--- config.mk ---
export PLATFORM = sky130hd
export DESIGN_NAME = sr_rx
export DESIGN_NICKNAME = d
export VERILOG_FILES = /design/src/rtl/sr_rx.sv
export SDC_FILE = /design/constraint.sdc
export NUM_CORES = 1
export LEC_CHECK = 0
export ABC_AREA = 1
export BUFFER_PORTS_ARGS = -buffer_cell sky130_fd_sc_hd__buf_2
export CAP_MARGIN = 20
export CORE_UTILIZATION = 33
export CTS_BUF_LIST = sky130_fd_sc_hd__clkbuf_16
export CTS_CLUSTER_DIAMETER = 100
export DETAILED_ROUTE_END_ITERATION = 16
export SYNTH_ARGS = -nofsm -noshare
export SYNTH_HDL_FRONTEND = slang
export SYNTH_SLANG_ARGS = --single-unit
--- constraint.sdc ---
create_clock -name i_clk -period 2.9 [get_ports i_clk]
set_input_delay 0.29 -clock i_clk [delete_from_list [all_inputs] [get_ports i_clk]]
set_output_delay 0.29 -clock i_clk [all_outputs]
set_load 0.05 [all_outputs]
--- src/rtl/sr_rx.sv ---
// rtl/sr_rx.sv - serial shift-register receiver with latch strobe and bit-count check.
// Define SR_RX_SYNC2_EN for two-flop input synchronizers; undefined uses a single input register.
module sr_rx #(
    parameter int WIDTH = 40,
    parameter int CNT_W = 6
) (
    input  logic             i_clk,
    input  logic             i_rst,
    input  logic             i_sclk,
    input  logic             i_sdata,
    input  logic             i_latch,
    output logic [WIDTH-1:0] o_q,
    output logic             o_valid,
    output logic             o_err,
    output logic             o_busy
);

`ifdef SR_RX_SYNC2_EN
    localparam int N = 2;
`else
    localparam int N = 1;
`endif

    localparam logic [CNT_W-1:0] CNT_FULL = CNT_W'(WIDTH);
    localparam logic [CNT_W-1:0] CNT_SAT  = CNT_W'(WIDTH + 1);

    // Each synchronizer stage carries {latch, sdata, sclk}.
    logic [N-1:0][2:0] sync_q, sync_d;
    // Previous values for edge detection: {latch, sclk}.
    logic [1:0]        prev_q, prev_d;
    logic [WIDTH-1:0]  shreg_q, shreg_d;
    logic [CNT_W-1:0]  cnt_q, cnt_d;
    logic [WIDTH-1:0]  q_q, q_d;
    logic              valid_q, valid_d;
    logic              err_q, err_d;
    logic              sclk_rise, latch_rise;

    always_comb begin
        sync_d    = '0;
        sync_d[0] = {i_latch, i_sdata, i_sclk};
        for (int i = 1; i < N; i++) begin
            sync_d[i] = sync_q[i-1];
        end
        prev_d     = {sync_q[N-1][2], sync_q[N-1][0]};
        sclk_rise  = sync_q[N-1][0] & ~prev_q[0];
        latch_rise = sync_q[N-1][2] & ~prev_q[1];

        shreg_d = shreg_q;
        cnt_d   = cnt_q;
        q_d     = q_q;
        valid_d = 1'b0;
        err_d   = err_q;

        if (sclk_rise) begin
            shreg_d = {shreg_q[WIDTH-2:0], sync_q[N-1][1]};
            if (cnt_q != CNT_SAT) begin
                cnt_d = cnt_q + 1'b1;
            end
        end
        // Latch sees the post-shift word and count when both edges coincide.
        if (latch_rise) begin
            q_d     = shreg_d;
            valid_d = 1'b1;
            err_d   = (cnt_d != CNT_FULL);
            cnt_d   = '0;
        end
    end

    always_ff @(posedge i_clk) begin
        if (i_rst) begin
            sync_q  <= '1;
            prev_q  <= '1;
            shreg_q <= '0;
            cnt_q   <= '0;
            q_q     <= '0;
            valid_q <= 1'b0;
            err_q   <= 1'b0;
        end else begin
            sync_q  <= sync_d;
            prev_q  <= prev_d;
            shreg_q <= shreg_d;
            cnt_q   <= cnt_d;
            q_q     <= q_d;
            valid_q <= valid_d;
            err_q   <= err_d;
        end
    end

    assign o_q     = q_q;
    assign o_valid = valid_q;
    assign o_err   = err_q;
    assign o_busy  = (cnt_q != '0);

endmodule
==> metrics, run 1 <==
initial antenna violation count=0; Final Power=2.70 mW; Post-Route Setup TNS=0 ps; post-CTS sizing=0; Max-slew headroom=between 50% and 60%; Worst Path Required=roughly 2600 ps; Max Cap Viol=0; skew final=4.30 ps; FF-to-FF setup slack=1350 ps; via/cell ratio=4.40; postcts setup bufs=0; Worst EP arrival=about 1400 ps; status=completed; Final Setup Violations=0; core area=9420 um2; Crit Reg-Reg Endpoint=o_q[29]; post-synthesis sequential area ratio=57.2%; Crit Path Class=reg -> out; Starting Density=between 30% and 40%; Place WS=1330 ps; most common cell after layout, fill and taps aside=nand2_1; CP cell instances=inv_1 -> ha_1 -> nand3_1 -> buf_2; largest net degree at the start of global routing=45; DR vias=2559; CTS tree=built; Initial DRC Count=78; crit-path max FO=5; Hold WC Path Type=in -> reg; Slew Limit Fails=0; die height=101 um; CTS root buf=clkbuf_16; share of cells above drive strength 1=16.6%; die width=101 um; worst-case clock buffer depth=2; Clk pin slew, worst setup/hold paths=around 60 ps; I/O Buffers=47; # diodes=0; vias in the first global route=2389; drc violations=0; number of cells produced by synthesis=407; total clock sinks=just over 90; commonest non-fill, non-tap cells in the layout=104 x nand2_1, 93 x dfxtp_1, 73 x o21ai_0; CP Launch Type=register; Distinct cells, synth=23; first drt pass iteration count=4; Num CTS Buffers=9; first-pass GRT wire length=10900 um; hold_sp=i_latch; RD Place Congestion=0.852; Reg area=between 1500 and 2000 um2; min Tclk post-route=~1700 ps; Reg2Reg Launch Point=sync_q[2]; Yosys warnings=0; footprint of the multi-input gates=~1200 um2; HPWL Detailed=between 4000 and 5000 um; WL final=~6400 um; Final ANT Viol Nets=0; Syn Nets=just over 400; syn avg cell area=about 8.0 um2; fin crit share=about 58%; Layout area overhead=19.7%; Worst R2R Path Depth=5; fmax=between 0.5 and 0.6 GHz; FF+latch count, synth=93; pwr/cell area=693 nW/um2; Final #Nets=456; Endpoint, Worst Hold=sync_q[2]; Post-CTS Hold Fix Bufs=0; num rows=35; RSZ-0062 raised after global routing=false; Hold Crit Depth=2; Largest delay share family, worst path=flip-flops; Worst IR Drop VDD=0.000304 V; Clock Latency Late Sink=330 ps; max incr delay on CP=420 ps; Worst Setup SP=cnt_q[0]; synthesized area=3260 um2; H-tree depth=3; Worst setup EP type=output port; all-layer global routing usage=13.7%; final hold viol count=0; Overflow after GRT=0; worst slew pin tran=658 ps; leakage=1.77 nW; setup ws final=1220 ps; crit path max-delay cell type=dfxtp_1; die area=10300 um2; worst path buffer plus inverter count=2; Fillers=roughly 960; # IOs=48; WL/cell=11.0 um
==> per-layer routing <==
metal,GRT usage (%),part of all wire (%),vias to the layer above
li1,-,-,1362
met1,17.5,50,1149
met2,22.2,45,44
met3,3.17,3.9,4
met4,6.02,0.89,0
met5,0,0,-
==> metrics by stage <==
| step | hold slack, ps | instances | area, um2 | util (%) |
|---|---|---|---|---|
| floorplan | 391 | 407 | 3260 | - |
| global placement | 407 | 566 | 3580 | 38.1 |
| detailed placement | 426 | 566 | 3580 | 38.1 |
| CTS | 132 | 582 | 3900 | 41.4 |
| global route | 137 | 582 | 3900 | 41.4 |
| finish | 146 | 582 | 3900 | 41.4 |
==> how the worst max path moves through the flow <==
stage               slack [ps]  endpoint  cells past startpoint
global placement          1360   o_q[27]                      5
finish                    1220    o_busy                      4
CTS                       1200    o_busy                      4
detailed placement        1330    o_q[1]                      5
global route              1130    o_busy                      4
floorplan                 1610     o_err                     12
==> cells by family after synthesis <==
| group | after synthesis | share of synthesized area (%) |
|---|---|---|
| adders and majority gates | 3 | 1.15 |
| AOI/OAI and AO/OA | 83 | 12.8 |
| and+or+nand+nor | 169 | 21.0 |
| muxes | 2 | 0.615 |
| DFF | 93 | 57.2 |
| buffers and inverters | 57 | 7.34 |
==> worst register-to-register path: stages (launching register included) <==
cell     delay (ps)
dfxtp_1         310
inv_1            50
nor2_1          200
nand2_1         350
buf_4           340
o21ai_0         220
==> Yosys cell counts <==
cell type | number | area [um2]
nand3_1 | 7 | 35.0
nand4_1 | 1 | 6.26
clkbuf_1 | 8 | 30.0
inv_2 | 1 | 3.75
dfxtp_1 | 93 | 1860
o21ai_1 | 7 | 35.0
clkbuf_2 | 2 | 10.0
ha_1 | 3 | 37.5
a21oi_1 | 3 | 15.0
buf_6 | 1 | 11.3
or2_2 | 3 | 18.8
o21ai_0 | 73 | 365
nor2_2 | 3 | 18.8
buf_2 | 9 | 45.0
buf_4 | 1 | 7.51
nor3_1 | 1 | 5.00
mux2i_1 | 2 | 20.0
nand3_2 | 1 | 10.0
nand2_1 | 104 | 390
nor2_4 | 1 | 11.3
inv_1 | 35 | 131
nand2_4 | 1 | 11.3
nor2_1 | 47 | 176
==> sequential cells by signal, indices dropped and copies added, names as in the netlist <==
signal / cells
shreg_q: 40
o_valid: 1
o_q: 40
sync_q: 3
o_err: 1
prev_q: 2
cnt_q: 6
==> area by class of cell <==
cell class	count	area share (%)
clock buffer	9	5.77
clock inverter	7	2.31
inverter	36	3.46
multi-input combinational	257	29.8
sequential	93	47.7
tap	129	4.14
timing repair buffer	51	6.80
==> power breakdown <==
| part | internal, mW | total, mW | switching, mW |
|---|---|---|---|
| Clock | 0.750 | 1.21 | 0.465 |
| Sequential | 1.31 | 1.33 | 0.0150 |
| Combinational | 0.0400 | 0.158 | 0.118 |
| Total | 2.10 | 2.70 | 0.598 |
(Power assumes the default switching activity.)
==> run 2, diff against run 1 <==
clock period = 1.7 ns   (was 2.9 ns; I/O delays follow)
==> run 2 against run 1 <==
  * Total power up 71%
  * Sequential power up 71%
  * Combinational power increased by 76%
  * Via count up 3.0%
  * Clock skew is 1.6 ps higher
  * First-iteration DRC count is 44% higher
==> metrics, run 2 (same netlist as run 1, synthesis figures left out) <==
Crit Path Class=reg -> out; commonest non-fill, non-tap cells in the layout=104 x nand2_1, 93 x dfxtp_1, 73 x o21ai_0; WL final=6780 um; min Tclk post-route=1610 ps; die width=101 um; skew final=5.91 ps; placed cells=568; H-tree depth=3; Worst setup EP type=output port; CP Launch Type=register; status=completed; Max-slew headroom=62.1%; fin crit share=a little over nine tenths; Starting Density=approximately a third; most common cell after layout, fill and taps aside=nand2_1; Final ANT Viol Nets=0; Num CTS Buffers=9; worst-case clock buffer depth=2; Min Hold Slack=21.7 ps; largest net degree at the start of global routing=45; Final Setup Violations=0; # IOs=48; final hold viol count=0; RD Place Congestion=roughly 0.85; die area=10300 um2; Max Cap Viol=0; Layout area overhead=20.6%; pwr/cell area=1180 nW/um2; HPWL Detailed=between 4000 and 5000 um; Initial DRC Count=112; fmax=0.620 GHz; num rows=35; Routed met3 length=between 400 and 500 um; initial antenna violation count=0; share of cells above drive strength 1=between 10% and 20%; Fillers=940; Final #Nets=around 460; worst slew pin tran=approximately 570 ps; drc violations=0; core area=9420 um2; Overflow after GRT=0; CTS tree=built; max layer used=met4; die height=101 um; total clock sinks=93; WL/cell=about 12 um; RSZ-0062 raised after global routing=false; Clock Latency Late Sink=330 ps; leakage=1.78 nW; # diodes=0; via/cell ratio=around 4.5; first drt pass iteration count=4; I/O Buffers=47; WL met2=about 3000 um; Worst Path Required=approximately 1500 ps; non-filler instance count after layout=585; first-pass GRT wire length=11200 um; Slew Limit Fails=0; DR vias=2637; vias in the first global route=2373; CTS root buf=clkbuf_16; Worst EP arrival=1440 ps; Clk pin slew, worst setup/hold paths=60 ps; Worst IR Drop VDD=~0.00054 V; Post-CTS Hold Fix Bufs=0; all-layer global routing usage=14.3%; met1 wire length=3170 um; crit-path max FO=5; Hold WC Path Type=in -> reg
==> run 2: changes by cell type in the layout (fill, tap and decap cells not counted), sizes merged <==
cell,delta
nor2,+1
inv,+2
clkinvlp,+1
buf,+2
clkinv,-3
==> run 2: final timing paths <==
kind                                start   endpoint  slack, ps  cells after the start
worst max-delay path             cnt_q[0]     o_busy         90                      4
worst min-delay path              i_latch  sync_q[2]         20                      2
worst max register to register   cnt_q[1]      o_err        150                     12
worst min register to register  sync_q[2]  prev_q[1]        440                      2
==> run 2: final cells by class <==
class	instances	area, um2	share of cell area (%)
sequential	93	1860	47.4
multi-input combinational	258	1170	29.9
timing repair buffer	53	280	7.14
clock buffer	9	225	5.74
tap	129	161	4.11
inverter	36	135	3.44
clock inverter	7	90.1	2.29
==> run 2: where the power goes <==
group / total (mW) / internal (mW) / leakage (nW) / switching [mW]
Sequential: 2.27 / 2.24 / 0.755 / 0.0257
Clock: 2.09 / 1.28 / 0.157 / 0.805
Combinational: 0.278 / 0.0701 / 0.873 / 0.208
Total: 4.63 / 3.59 / 1.78 / 1.04
==> run 2: per-layer routing <==
| metal | vias to the layer above | global-route usage [%] |
|---|---|---|
| met1 | 1186 | 18.8 |
| met2 | 73 | 22.0 |
| met3 | 11 | 3.17 |
| met5 | - | 0 |
| li1 | 1367 | - |
| met4 | 0 | 7.69 |
==> run 2: what timing repair did <==
| item | CTS | global route |
|---|---|---|
| cloned | 1 | 0 |
| endpoints found under the setup margin | 3 | 5 |
| pin swaps | 1 | 0 |
| setup buffers | 0 | 0 |
| gates resized for setup | 0 | 1 |
==> run 2: per-stage QoR <==
stage	instance area (um2)	utilization [%]	setup slack [ps]	TNS, ps	power [mW]
floorplan	3260	-	411	0	2.53
global placement	3600	38.2	56.9	0	2.58
detailed placement	3600	38.2	-6.52	-9.03	2.59
CTS	3920	41.6	94.0	0	4.68
global route	3930	41.7	29.9	0	4.83
finish	3930	41.7	85.9	0	4.63
==> run 2: worst max-delay path: stages, from the launching register on <==
cell,delay (ps)
dfxtp_1,450
inv_1,100
ha_1,220
nand3_1,80
buf_2,260
